File: src/rtl/hazard_forward_ctrl.sv
// Operand forwarding and stall control for the ID stage. It covers load-use stalls and
// slow data-memory loads with a timeout. Define HAZARD_PERF_EN to add the stall-cycle counters.
module hazard_forward_ctrl #(
    parameter int NPORT        = 2,
    parameter int XLEN         = 32,
    parameter int LOAD_TIMEOUT = 15
) (
    input  logic                  clk,
    input  logic                  rst_n,
    input  logic [5*NPORT-1:0]    ID_rR,
    input  logic [NPORT-1:0]      ID_rf_re,
    input  logic [XLEN*NPORT-1:0] ID_rD,
    input  logic [4:0]            EX_wR,
    input  logic                  EX_rf_we,
    input  logic                  EX_is_load,
    input  logic [XLEN-1:0]       EX_wd,
    input  logic [4:0]            MEM_wR,
    input  logic                  MEM_rf_we,
    input  logic                  MEM_is_load,
    input  logic [XLEN-1:0]       MEM_wd,
    input  logic [XLEN-1:0]       MEM_rd,
    input  logic                  mem_rvalid,
    input  logic [4:0]            WB_wR,
    input  logic                  WB_rf_we,
    input  logic [XLEN-1:0]       WB_wd,
    output logic [XLEN*NPORT-1:0] fwd_rD,
    output logic                  stall_pc,
    output logic                  stall_ifid,
    output logic                  bubble_idex,
    output logic                  freeze_back,
`ifdef HAZARD_PERF_EN
    output logic [31:0]           lu_stall_cnt,
    output logic [31:0]           mem_stall_cnt,
`endif
    output logic                  mem_err
);

    typedef enum logic [1:0] {RUN, LU_STALL, MEM_WAIT} state_t;

    state_t            state, next_state;
    logic [7:0]        wait_cnt;
    logic [NPORT-1:0]  ex_hit, mem_hit, wb_hit;
    logic              load_use, pending, timeout, hold;

    always_comb begin
        ex_hit  = '0;
        mem_hit = '0;
        wb_hit  = '0;
        for (int unsigned k = 0; k < NPORT; k++) begin
            if (ID_rf_re[k] && (ID_rR[5*k +: 5] != 5'd0)) begin
                ex_hit[k]  = EX_rf_we  && (ID_rR[5*k +: 5] == EX_wR);
                mem_hit[k] = MEM_rf_we && (ID_rR[5*k +: 5] == MEM_wR);
                wb_hit[k]  = WB_rf_we  && (ID_rR[5*k +: 5] == WB_wR);
            end
        end
    end

    always_comb begin
        fwd_rD = '0;
        for (int unsigned k = 0; k < NPORT; k++) begin
            if (ex_hit[k])
                fwd_rD[XLEN*k +: XLEN] = EX_wd;
            else if (mem_hit[k])
                fwd_rD[XLEN*k +: XLEN] = MEM_is_load ? MEM_rd : MEM_wd;
            else if (wb_hit[k])
                fwd_rD[XLEN*k +: XLEN] = WB_wd;
            else
                fwd_rD[XLEN*k +: XLEN] = ID_rD[XLEN*k +: XLEN];
        end
    end

    // A timeout overrides a still-pending load so the back end is released for one cycle.
    assign load_use = EX_is_load && (|ex_hit);
    assign pending  = MEM_is_load && MEM_rf_we && !mem_rvalid;
    assign timeout  = (state == MEM_WAIT) && !mem_rvalid && (wait_cnt == 8'(LOAD_TIMEOUT - 1));
    assign hold     = pending && !timeout;

    always_ff @(posedge clk or negedge rst_n) begin
        if (!rst_n) begin
            state    <= RUN;
            wait_cnt <= '0;
        end else begin
            state    <= next_state;
            wait_cnt <= (state == MEM_WAIT && hold) ? wait_cnt + 8'd1 : '0;
        end
    end

    always_comb begin
        next_state = RUN;
        if (hold)
            next_state = MEM_WAIT;
        else if (load_use)
            next_state = LU_STALL;
    end

    always_comb begin
        stall_pc    = 1'b0;
        stall_ifid  = 1'b0;
        bubble_idex = 1'b0;
        freeze_back = 1'b0;
        mem_err     = timeout;
        if (hold) begin
            stall_pc    = 1'b1;
            stall_ifid  = 1'b1;
            freeze_back = 1'b1;
        end else if (load_use) begin
            stall_pc    = 1'b1;
            stall_ifid  = 1'b1;
            bubble_idex = 1'b1;
        end
    end

`ifdef HAZARD_PERF_EN
    always_ff @(posedge clk or negedge rst_n) begin
        if (!rst_n) begin
            lu_stall_cnt  <= '0;
            mem_stall_cnt <= '0;
        end else begin
            if (bubble_idex && lu_stall_cnt != '1)
                lu_stall_cnt <= lu_stall_cnt + 32'd1;
            if (freeze_back && mem_stall_cnt != '1)
                mem_stall_cnt <= mem_stall_cnt + 32'd1;
        end
    end
`endif

endmodule

File: config.mk
export PLATFORM = sky130hd
export DESIGN_NAME = hazard_forward_ctrl
export DESIGN_NICKNAME = d
export VERILOG_FILES = /design/src/rtl/hazard_forward_ctrl.sv
export SDC_FILE = /design/constraint.sdc
export NUM_CORES = 1
export LEC_CHECK = 0
export BUFFER_PORTS_ARGS = -buffer_cell sky130_fd_sc_hd__buf_4
export CAP_MARGIN = 20
export CELL_PAD_IN_SITES_DETAIL_PLACEMENT = 0
export CELL_PAD_IN_SITES_GLOBAL_PLACEMENT = 1
export CORE_ASPECT_RATIO = 0.5
export CORE_UTILIZATION = 25
export CTS_BUF_LIST = sky130_fd_sc_hd__clkbuf_16
export DETAILED_ROUTE_END_ITERATION = 10
export MAX_ROUTING_LAYER = met4
export PLACE_DENSITY_LB_ADDON = 0.1
export SLEW_MARGIN = 10
export SYNTH_ARGS = -nofsm -noshare
export SYNTH_HDL_FRONTEND = slang
export SYNTH_SLANG_ARGS = --single-unit
File: constraint.sdc
create_clock -name clk -period 2.1 [get_ports clk]
set_input_delay 0 -clock clk [delete_from_list [all_inputs] [get_ports clk]]
set_output_delay 0 -clock clk [all_outputs]
set_load 0.02 [all_outputs]
==> results of run 1 <==
==> flip-flops by register name, summed over array words and instances (netlist names) <==
name	flops
state	2
wait_cnt	8
==> Yosys cell counts, types with 6 or more instances <==
master and n:
sky130_fd_sc_hd__mux2i_1 32, sky130_fd_sc_hd__dfrtp_1 10, sky130_fd_sc_hd__a22o_1 57, sky130_fd_sc_hd__a221o_1 55, sky130_fd_sc_hd__clkbuf_1 44, sky130_fd_sc_hd__a21o_1 7, sky130_fd_sc_hd__nor2_1 45, sky130_fd_sc_hd__nand2_1 15
sky130_fd_sc_hd__o21ai_0 8, sky130_fd_sc_hd__xor2_1 8, sky130_fd_sc_hd__and2_1 31, sky130_fd_sc_hd__a21oi_1 57, sky130_fd_sc_hd__inv_1 34, sky130_fd_sc_hd__nand4_1 6, sky130_fd_sc_hd__a221oi_1 7, sky130_fd_sc_hd__xnor2_1 26
==> layout by cell type, fill, tap and decap left out, types with 2 or more instances in the layout <==
master,instances
sky130_fd_sc_hd__nand2_1,15
sky130_fd_sc_hd__buf_12,8
sky130_fd_sc_hd__and2_2,2
sky130_fd_sc_hd__a221o_2,2
sky130_fd_sc_hd__xor2_1,8
sky130_fd_sc_hd__buf_4,301
sky130_fd_sc_hd__a21oi_1,57
sky130_fd_sc_hd__a22o_1,57
sky130_fd_sc_hd__ha_1,2
sky130_fd_sc_hd__a221o_1,55
sky130_fd_sc_hd__nor2_4,2
sky130_fd_sc_hd__inv_1,34
sky130_fd_sc_hd__dfrtp_1,10
sky130_fd_sc_hd__xnor2_1,26
sky130_fd_sc_hd__a21o_1,7
sky130_fd_sc_hd__clkbuf_16,3
sky130_fd_sc_hd__a221oi_1,7
sky130_fd_sc_hd__nor3_2,4
sky130_fd_sc_hd__o21ai_1,3
sky130_fd_sc_hd__nor2_1,43
sky130_fd_sc_hd__nand4_1,6
sky130_fd_sc_hd__mux2i_1,32
sky130_fd_sc_hd__and2_1,31
sky130_fd_sc_hd__o21ai_0,6
==> final timing paths <==
path | start | endpoint | slack, ns | cells past startpoint
setup / recovery | ID_rR[6] | fwd_rD[62] | 0.04 | 7
hold / removal | EX_is_load | state[0]$_DFF_PN0_ | 0.07 | 3
setup reg to reg | wait_cnt[0]$_DFF_PN0_ | wait_cnt[1]$_DFF_PN0_ | 0.38 | 7
hold reg to reg | wait_cnt[0]$_DFF_PN0_ | wait_cnt[0]$_DFF_PN0_ | 0.53 | 1
max in group asynchronous | rst_n | wait_cnt[0]$_DFF_PN0_ | 1.82 | 2
min in group asynchronous | rst_n | wait_cnt[7]$_DFF_PN0_ | 0.14 | 2
==> final cells by class <==
class	instances	area, µm²
Inverter	34	128
Multi-Input combinational cell	381	2860
Clock buffer	3	75.1
Fill cell	1351	7000
Sequential cell	10	250
Tap cell	170	213
Timing Repair Buffer	310	2430
==> where the power goes <==
group	internal [mW]	switching [mW]	total (mW)
clock network	0.247	0.0878	0.335
registers	0.195	0.000897	0.196
logic	0.611	0.494	1.11
==> critical path, stage by stage <==
cell and delay, ns:
sky130_fd_sc_hd__buf_4 0.13, sky130_fd_sc_hd__or4_2 0.69, sky130_fd_sc_hd__o21ai_4 0.25, sky130_fd_sc_hd__nor2_4 0.21, sky130_fd_sc_hd__a221o_2 0.41, sky130_fd_sc_hd__a22o_1 0.19, sky130_fd_sc_hd__buf_4 0.15
==> metal layers <==
layer / global-route usage (%) / up-vias
met5: - / -
met4: 3.79 / 0
met3: 1.98 / 16
met2: 42.4 / 179
met1: 26.9 / 2196
li1: - / 2325
==> through the flow <==
step / power, mW / cells / setup slack (ns) / util [%] / instance area [µm²]
floorplan: 0.698 / 476 / 0.201 / - / 3410
global placement: 1.30 / 904 / -0.0310 / 45.3 / 5860
detailed placement: 1.31 / 904 / -0.0373 / 45.3 / 5860
CTS: 1.65 / 908 / 0.0367 / 46.0 / 5960
global route: 1.73 / 908 / -0.0210 / 46.0 / 5960
finish: 1.64 / 908 / 0.0364 / 46.0 / 5960
==> cell families after synthesis <==
group                      Yosys count
buffers and inverters               85
and+or+nand+nor                    114
DFF                                 10
adders and majority gates            2
muxes                               32
AOI/OAI and AO/OA                  199
xor gates and xnor gates            34
==> repair_timing <==
action | CTS | global route
pin swaps | 0 | 2
gates resized for setup | 1 | 2
endpoints found under the setup margin | 6 | 6
hold endpoints to repair | 10 | 0
hold buffers | 1 | 0
==> impl_results.md, run 1 <==
* Actual transition at the worst max-transition pin at 0.943 ns
* Rows at 29
* Final Hold Fails at 0
* Via count of the first global-routing pass at 4760
* Clock Skew at 0.000434 ns
* Post-detailed-route via-to-cell ratio at 5.19
* Share of final-layout standard cells stronger than drive strength 1 at between 40 and 50%
* Vias at 4716
* Main combinational cell family by area after synthesis: compound AO/OA/AOI/OAI gates
* Sum of net half-perimeters after detailed placement at between 10000 and 15000 µm
* Largest vdd supply drop at slightly above 0.0002 V
* Worst hold slack across all endpoints at about 0.067 ns
* DIE WIDTH at 167 µm
* ANT cells at 0
* Wire length after detailed routing at approximately 16000 µm
* Met1 Routed Length at 6810 µm
* Synthesis-to-finish area growth at 75.2%
* Core Region at 13000 µm²
* Met3 routed wirelength at 896 µm
* Static Leakage at 3.06 nW
* Number of flops mapped to enable cells by yosys at 0
* Top-level I/O count at 296
* Number of CTS-inserted buffers at 3
* Maximum level of the CTS H-tree at 1
* Die boundary height at 84.5 µm
* Highest clock frequency the design can meet at slightly below 0.5 GHz
* Accumulated negative setup slack at 0 ns
* Setup repair after global routing missed its margin: yes
* CP Class: input port to output port
* Final layout net count at 969
* Average wire length per cell after detail routing at roughly 18 µm
* Worst path required time at 2.10 ns
* Total congestion overflow after global routing at 0
* Detailed-route DRC error count at 0
* Pin count of the biggest net entering global routing at 66
* Area share of the largest cell type after synthesis at 16.2%
* Longest Clk Path Bufs at 2
* Relative max-transition margin at 37.0%
* Adder and majority gate portion of the synthesized area at 0.736%
* Mux share of post-synthesis cell area at about a tenth
* Number of max-cap violations at 0
* Compound-cell area share of the yosys netlist at 46.4%
* Top area cells in the synthesized netlist: sky130_fd_sc_hd__a221o_1 16%, sky130_fd_sc_hd__a22o_1 15%, sky130_fd_sc_hd__mux2i_1 9.4%
* Count of yosys warnings during synthesis at 0
* Min cycle time layout at approximately 2.1 ns
* Synthesized Nets at 705
* Flip-flop and latch count after synthesis at 10
* Port buffer count at 295
* Endpoint kind of the worst setup timing path: output port
* Data arrival time of the critical path at 2.06 ns
* TritonCTS clock tree: done
* Synthesized netlist cell count at roughly 480
* Outcome: finished clean
* Top Metal Used: met4
* Sink count of the clock tree at 10
* Drt first-iter violations at 215
* Total Die Area at 14100 µm²
* Length of routed met2 wiring at 8280 µm
* Max-slew violation count at 0
* Total power density per cell area at 275 nW/µm²
* Type of origin of the critical path: input port
* Final cycle utilization of the critical path at 98.3%
* Proportion of synthesized chip area in sequential cells at 7.36%
* Clock network latency to the later pin of the worst-skew pair at 0.24 ns
* Post-synthesis cell area at 3400 µm²
* Prevailing post-synth register cell: sky130_fd_sc_hd__dfrtp_1
* Path type of the worst min-delay path: input port to flop
* Finish-stage setup viols at 0
* Starting Density at 26.3%
* Final ANT Viol Nets at 0
* Number of antenna violations at the first check in global routing at 0
* Yosys top cell by area: sky130_fd_sc_hd__a221o_1
* Fraction of registers with async set/reset at 100%
* Distinct cell type count after synthesis at 40
* Clock-pin slew on the worst setup and hold paths at about 0.04 ns
* Xor/xnor cell area share of the yosys netlist at 8.76%
* Post-Synthesis Mean Instance Area at 7.14 µm²
* Drt pass-1 iters at 6
* Share of synthesized cell area in and, or, nand and nor gates at 16.9%
* All-Layer GR Usage at 22.8%
* Global-route wire length before repair at 25200 µm
* Final weighted congestion in routability-driven placement at 0.865
* Post CTS Setup Buffer Count at 0
* CTS root buffer: sky130_fd_sc_hd__clkbuf_16
* Top fanout value on the critical path at 32
No activity file was read; power rests on OpenSTA's default activity.
==> run 2: changes to the inputs <==
--- a/config.mk
+++ b/config.mk
@@ -11,9 +11,8 @@
 export CELL_PAD_IN_SITES_GLOBAL_PLACEMENT = 1
 export CORE_ASPECT_RATIO = 0.5
 export CORE_UTILIZATION = 25
-export CTS_BUF_LIST = sky130_fd_sc_hd__clkbuf_16
+export CTS_BUF_LIST = sky130_fd_sc_hd__clkbuf_8
 export DETAILED_ROUTE_END_ITERATION = 10
-export MAX_ROUTING_LAYER = met4
 export PLACE_DENSITY_LB_ADDON = 0.1
 export SLEW_MARGIN = 10
 export SYNTH_ARGS = -nofsm -noshare
==> run 2 against run 1 <==
Net effect:
- maximum frequency grew 1.1%
- worst hold slack better by 0.0035 ns
- sequential power is essentially flat
- routed wire length increased by 2.1%
- die area did not move
- combinational power about the same
- register-to-register slack gained 0.02 ns
- flip-flop and latch count did not move
- worst setup slack improved by 0.022 ns
- largest cell class unchanged
- largest power group unchanged
==> impl_results.md, run 2 (synthesis gave the netlist of run 1 again) <==
* Largest register FFs at 8
* Sum of net half-perimeters after detailed placement at between 10000 and 15000 µm
* Startpoint of the worst register-to-register path: wait_cnt[0]$_DFF_PN0_
* Clock network latency to the later pin of the worst-skew pair at 0.23 ns
* Sink count of the clock tree at 10
* Commonest non-fill, non-tap cell in the layout: sky130_fd_sc_hd__buf_4
* Power dissipated by switching net loads at 576 µW
* Clock share of power at 13.0%
* CTS root buffer: sky130_fd_sc_hd__clkbuf_8
* Final cycle utilization of the critical path at 97.2%
* Total power density per cell area at 253 nW/µm²
* Drt pass-1 iters at 5
* Maximum level of the CTS H-tree at 1
* Via count of the first global-routing pass at 4755
* Worst path required time at between 2 and 2.5 ns
* Count of cells along the worst hold path at 3
* Switching share of power at about two fifths
* Standard cell with the maximum stage delay on the critical path: sky130_fd_sc_hd__or4_2
* Share of final-layout standard cells stronger than drive strength 1 at 44.7%
* CP Class: input port to output port
* Data arrival time of the critical path at 2.04 ns
* Reg2Reg Setup Slack at approximately 0.4 ns
* Drt first-iter violations at 180
* Worst path bufs/invs at 4
* Worst Min Path Start: EX_is_load
* Post-route non-filler standard cell count at 912
* Sequential power share at 12.9%
* Static Leakage at just over 3 nW
* Chain of cells forming the critical path: buf_4 > or4_2 > o21ai_4 > buf_12 > nor3_4 > buf_12 > a221o_2 > a22o_1 > buf_4
* R2R cell count at 7
* Commonest cells after routing, fill and taps aside: 301 x sky130_fd_sc_hd__buf_4, 57 x sky130_fd_sc_hd__a21oi_1, 57 x sky130_fd_sc_hd__a22o_1
* Biggest cell delay along the critical path at around 0.70 ns
* Final Hold Fails at 0
* Actual transition at the worst max-transition pin at 0.681 ns
* Path type of the worst min-delay path: input port to flop
* Largest registers in the final layout: wait_cnt x8, state x2
* Final layout net count at 973
* Total Die Area at 14100 µm²
* Post-detailed-route via-to-cell ratio at between 5 and 6
* Relative max-transition margin at 54.4%
* Wire length after detailed routing at 16500 µm
* Setup repair after global routing missed its margin: no
* Core Region at 13000 µm²
* Pin count of the biggest net entering global routing at 66
* Average wire length per cell after detail routing at 18.1 µm
* Worst hold slack across all endpoints at 0.0706 ns
* Number of placed instances, taps included at 904
* TritonCTS clock tree: done
* Internal cell power at 938 µW
* Min cycle time layout at 2.04 ns
* Synthesis-to-finish area growth at 75.7%
* Clock-pin slew on the worst setup and hold paths at 0.04 ns
* Rows at 29
* Detailed-route DRC error count at 0
* Portion of total power attributed to combinational logic at 74.1%
* Highest clock frequency the design can meet at 0.490 GHz
* Worst Setup SP: ID_rR[6]
* Number of antenna violations at the first check in global routing at 0
* Die boundary height at 84.5 µm
* Top Family by Delay on Critical Path: simple AND/OR/NAND/NOR gates
* Starting Density at 26.3%
* Register with the most flip-flops: wait_cnt
* Max-slew violation count at 0
* Longest Clk Path Bufs at 2
* Worst hold path endpoint: state[0]$_DFF_PN0_
* Clock Skew at 0.000433 ns
* Largest vdd supply drop at 0.000143 V
* Top fanout value on the critical path at 19
* Top-level I/O count at 296
* DIE WIDTH at 167 µm
* Number of max-cap violations at 0
* ANT cells at 0
* Finish-stage setup viols at 0
* Number of CTS-inserted buffers at 3
* Final ANT Viol Nets at 0
* Final weighted congestion in routability-driven placement at 0.851
* All-Layer GR Usage at 22.1%
* Critical register-to-register path endpoint: wait_cnt[1]$_DFF_PN0_
* Total congestion overflow after global routing at 0
* Port buffer count at 295
* Global-route wire length before repair at roughly 25000 µm
* Endpoint kind of the worst setup timing path: output port
* Vias at roughly 4700
* Type of origin of the critical path: input port
* Outcome: finished clean
run 2: cell types whose count changed in the layout (fill, tap and decap cells not counted), sizes merged:
cell / delta
buf: +2
nor2: +2
run 2: worst max path at each step:
stage / endpoint / slack, ns / cells past startpoint
finish: fwd_rD[32] / 0.06 / 9
global route: fwd_rD[32] / 0.02 / 9
CTS: fwd_rD[62] / 0.04 / 7
detailed placement: fwd_rD[62] / -0.04 / 7
global placement: fwd_rD[62] / -0.03 / 7
floorplan: stall_pc / 0.20 / 7
run 2: worst reg2reg max path: cells and delay by family (launching register included):
family	cells	cell delay [ns]
buffers and inverters	1	0.06
flip-flops	1	0.41
adder cells (fa/ha/maj)	1	0.19
AND/OR/NAND/NOR	5	0.96
run 2: routing by layer:
layer | part of all wire [%] | wire length, µm | up-vias | GRT usage [%]
met2 | 51 | 8450 | 157 | 42.4
met3 | 4.8 | 797 | 15 | 2.22
li1 | - | - | 2337 | -
met1 | 43 | 7090 | 2217 | 26.8
met4 | 1.2 | 198 | 0 | 4.04
met5 | 0 | 0 | - | 0
run 2: power groups by stage:
| stage | Combinational, mW | Clock [mW] | Sequential [mW] |
|---|---|---|---|
| floorplan | 0.500 | 0 | 0.198 |
| global placement | 1.10 | 0 | 0.198 |
| detailed placement | 1.11 | 0 | 0.198 |
| CTS | 1.11 | 0.198 | 0.195 |
| global route | 1.21 | 0.215 | 0.195 |
| finish | 1.12 | 0.197 | 0.195 |
run 2: cell type report:
class	instances	area [µm²]
Multi-Input combinational cell	383	2880
Fill cell	1358	6980
Inverter	34	128
Timing Repair Buffer	312	2460
Tap cell	170	213
Clock buffer	3	41.3
Sequential cell	10	250
run 2: what timing repair did:
action	in CTS	in global routing
gates resized for setup	1	5
pin swaps	0	3
endpoints found under the hold margin	10	0
setup endpoints to repair	6	6
gates cloned	0	2
hold buffers	1	0
buffers inserted	0	2
run 2: through the flow:
step | area (µm²) | util, % | setup slack, ns | setup TNS, ns | power [mW]
after detailed placement | 5860 | 45.3 | -0.0373 | -0.107 | 1.31
after global routing | 5970 | 46.1 | 0.0180 | 0 | 1.62
after floorplan | 3410 | - | 0.201 | 0 | 0.698
after global placement | 5860 | 45.3 | -0.0310 | -0.0458 | 1.30
final | 5970 | 46.1 | 0.0580 | 0 | 1.51
after CTS | 5920 | 45.7 | 0.0367 | 0 | 1.51
==> run 3: changes to the inputs <==
==> constraint.sdc (replaced) <==
create_clock -name clk -period 2.1 [get_ports clk]
set_input_delay 0.105 -clock clk [delete_from_list [all_inputs] [get_ports clk]]
set_output_delay 0.105 -clock clk [all_outputs]
set_load 0.02 [all_outputs]
==> run 3 against run 2 <==
Net effect:
- the run now ends with setup timing left
- maximum frequency shrank 7.6%
- clock skew increased by 0.0013 ns
- register-to-register slack got worse by 0.13 ns
- utilization increased by 4.9 points
- clock power decreased by 3%
- critical path type unchanged
==> impl_results.md, run 3 (synthesis gave the netlist of run 1 again) <==
* Outcome: complete, but fails checks
* Failing checks: setup timing
* CTS root buffer: sky130_fd_sc_hd__clkbuf_8
* Max-slew violation count at 0
* ANT cells at 0
* Worst path required time at roughly 2 ns
* Endpoint kind of the worst setup timing path: output port
* Clock-pin slew on the worst setup and hold paths at roughly 0.04 ns
* All-Layer GR Usage at 23.2%
* Die boundary height at 84.5 µm
* Finish-stage setup viols at 30
* Clock Skew at 0.00169 ns
* Path type of the worst min-delay path: input port to flop
* Total power density per cell area at 244 nW/µm²
* Commonest cells after routing, fill and taps aside: 279 x sky130_fd_sc_hd__buf_4, 57 x sky130_fd_sc_hd__a21oi_1, 57 x sky130_fd_sc_hd__a22o_1
* Standard cell with the maximum stage delay on the critical path: sky130_fd_sc_hd__or3b_4
* Number of placed instances, taps included at between 900 and 1000
* Maximum level of the CTS H-tree at 1
* Clock network latency to the later pin of the worst-skew pair at 0.23 ns
* Relative max-transition margin at a little under three fifths
* Top fanout value on the critical path at 6
* Number of max-cap violations at 0
* Wire length after detailed routing at 17700 µm
* Accumulated negative setup slack at -2.34 ns
* Type of origin of the critical path: input port
* Min cycle time layout at 2.21 ns
* Vias at 4953
* Actual transition at the worst max-transition pin at between 0.6 and 0.7 ns
* DIE WIDTH at 167 µm
* Post-detailed-route via-to-cell ratio at 5.27
* Final Hold Fails at 0
* Rows at 29
* Longest Clk Path Bufs at 2
* Number of CTS-inserted buffers at 3
* Final ANT Viol Nets at 0
* Total power at roughly 1.6 mW
* Register with the most flip-flops: wait_cnt
* Total Die Area at 14100 µm²
* Worst Setup Slack, final at -0.109 ns
* Static Leakage at 3.35 nW
* Core Region at 13000 µm²
* Commonest non-fill, non-tap cell in the layout: sky130_fd_sc_hd__buf_4
* Final cycle utilization of the critical path at 105%
* Number of antenna violations at the first check in global routing at 0
* Final weighted congestion in routability-driven placement at 0.872
* Drt pass-1 iters at 9
* CP Class: input port to output port
* Top Family by Delay on Critical Path: compound AO/OA/AOI/OAI gates
* Post-route non-filler standard cell count at about 940
* Largest register FFs at 8
* Pin count of the biggest net entering global routing at 34
* Starting Density at 26.3%
* Fillers at 1286
* Average wire length per cell after detail routing at roughly 19 µm
* Total congestion overflow after global routing at 0
* Top-level I/O count at 296
* Final layout net count at 1000
* Chain of cells forming the critical path: buf_8 > xor2_2 > a2111oi_4 > or3b_4 > clkbuf_16 > a221o_1 > a22o_1 > buf_6
* Biggest cell delay along the critical path at 0.53 ns
* Data arrival time of the critical path at 2.10 ns
* Setup repair after global routing missed its margin: yes
* Synthesis-to-finish area growth at 94.4%
* Detailed-route DRC error count at 0
* Share of final-layout standard cells stronger than drive strength 1 at 48.6%
* Largest registers in the final layout: wait_cnt x8, state x2
* Sum of net half-perimeters after detailed placement at 12900 µm
* Highest clock frequency the design can meet at between 0.4 and 0.5 GHz
* Via count of the first global-routing pass at 5014
* Sink count of the clock tree at 10
* Port buffer count at a little under 300
* Worst path bufs/invs at 3
* Post-placement worst setup slack at -0.269 ns
* Drt first-iter violations at 197
* TritonCTS clock tree: done
* Global-route wire length before repair at 26500 µm
* Largest vdd supply drop at 0.000175 V
run 3: changes by cell type in the layout (fill, tap and decap cells not counted), sizes merged:
cell	delta
buf	+24
clkbuf	+3
clkinvlp	+1
inv	-1
run 3: layout make-up:
type,instances,area (µm²),area share [%]
multi-input cells,383,3000,45.4
repair buffers,339,2970,45.0
flip-flops and latches,10,250,3.79
well taps,170,213,3.22
inverters,34,131,1.99
clock buffers,3,41.3,0.625
run 3: power by group:
group | switching, mW | total, mW | leakage [nW] | internal (mW)
clock network | 0.0667 | 0.191 | 0.0216 | 0.125
registers | 0.000621 | 0.195 | 0.139 | 0.195
logic | 0.538 | 1.23 | 3.19 | 0.689
run 3: what timing repair did:
item / 4_1_cts / 5_1_grt
resized for setup: 47 / 27
hold endpoints to repair: 10 / 0
cloned: 3 / 4
pin swaps: 38 / 46
hold buffers: 1 / 0
setup buffers: 3 / 4
endpoints found under the setup margin: 67 / 64
run 3: worst paths after layout:
kind	start	end	slack [ns]	cells after the start
max	ID_rR[7]	fwd_rD[46]	-0.11	8
min	mem_rvalid	state[1]$_DFF_PN0_	0.06	2
max reg2reg	wait_cnt[0]$_DFF_PN0_	wait_cnt[3]$_DFF_PN0_	0.27	7
min reg2reg	wait_cnt[0]$_DFF_PN0_	wait_cnt[0]$_DFF_PN0_	0.53	1
max in group asynchronous	rst_n	wait_cnt[3]$_DFF_PN0_	1.72	2
min in group asynchronous	rst_n	wait_cnt[5]$_DFF_PN0_	0.24	2
run 3: stage by stage:
step	util, %	hold slack, ns	instance area [µm²]
3_3_place_gp	46.7	-0.0624	6050
2_1_floorplan	-	-0.191	3410
4_1_cts	49.2	0.0564	6380
3_5_place_dp	46.7	-0.0612	6050
6_report	51.0	0.0628	6610
5_1_grt	51.0	0.0686	6610
run 3: layer usage:
layer  GRT usage [%]  up-vias  routed length (µm)
met5               0        -                   0
met4            5.13        0                 227
met3            2.17       16                 778
met2            43.1      163                8900
met1            29.0     2376                7830
li1                -     2398                   -
run 3: worst register-to-register path, stage by stage (launching register included):
cell and delay, ns:
sky130_fd_sc_hd__dfrtp_1 0.41, sky130_fd_sc_hd__inv_1 0.06, sky130_fd_sc_hd__ha_1 0.19, sky130_fd_sc_hd__nor4bb_1 0.12
sky130_fd_sc_hd__and3_1 0.19, sky130_fd_sc_hd__nor3_2 0.28, sky130_fd_sc_hd__nand3b_1 0.33, sky130_fd_sc_hd__nor2_1 0.18
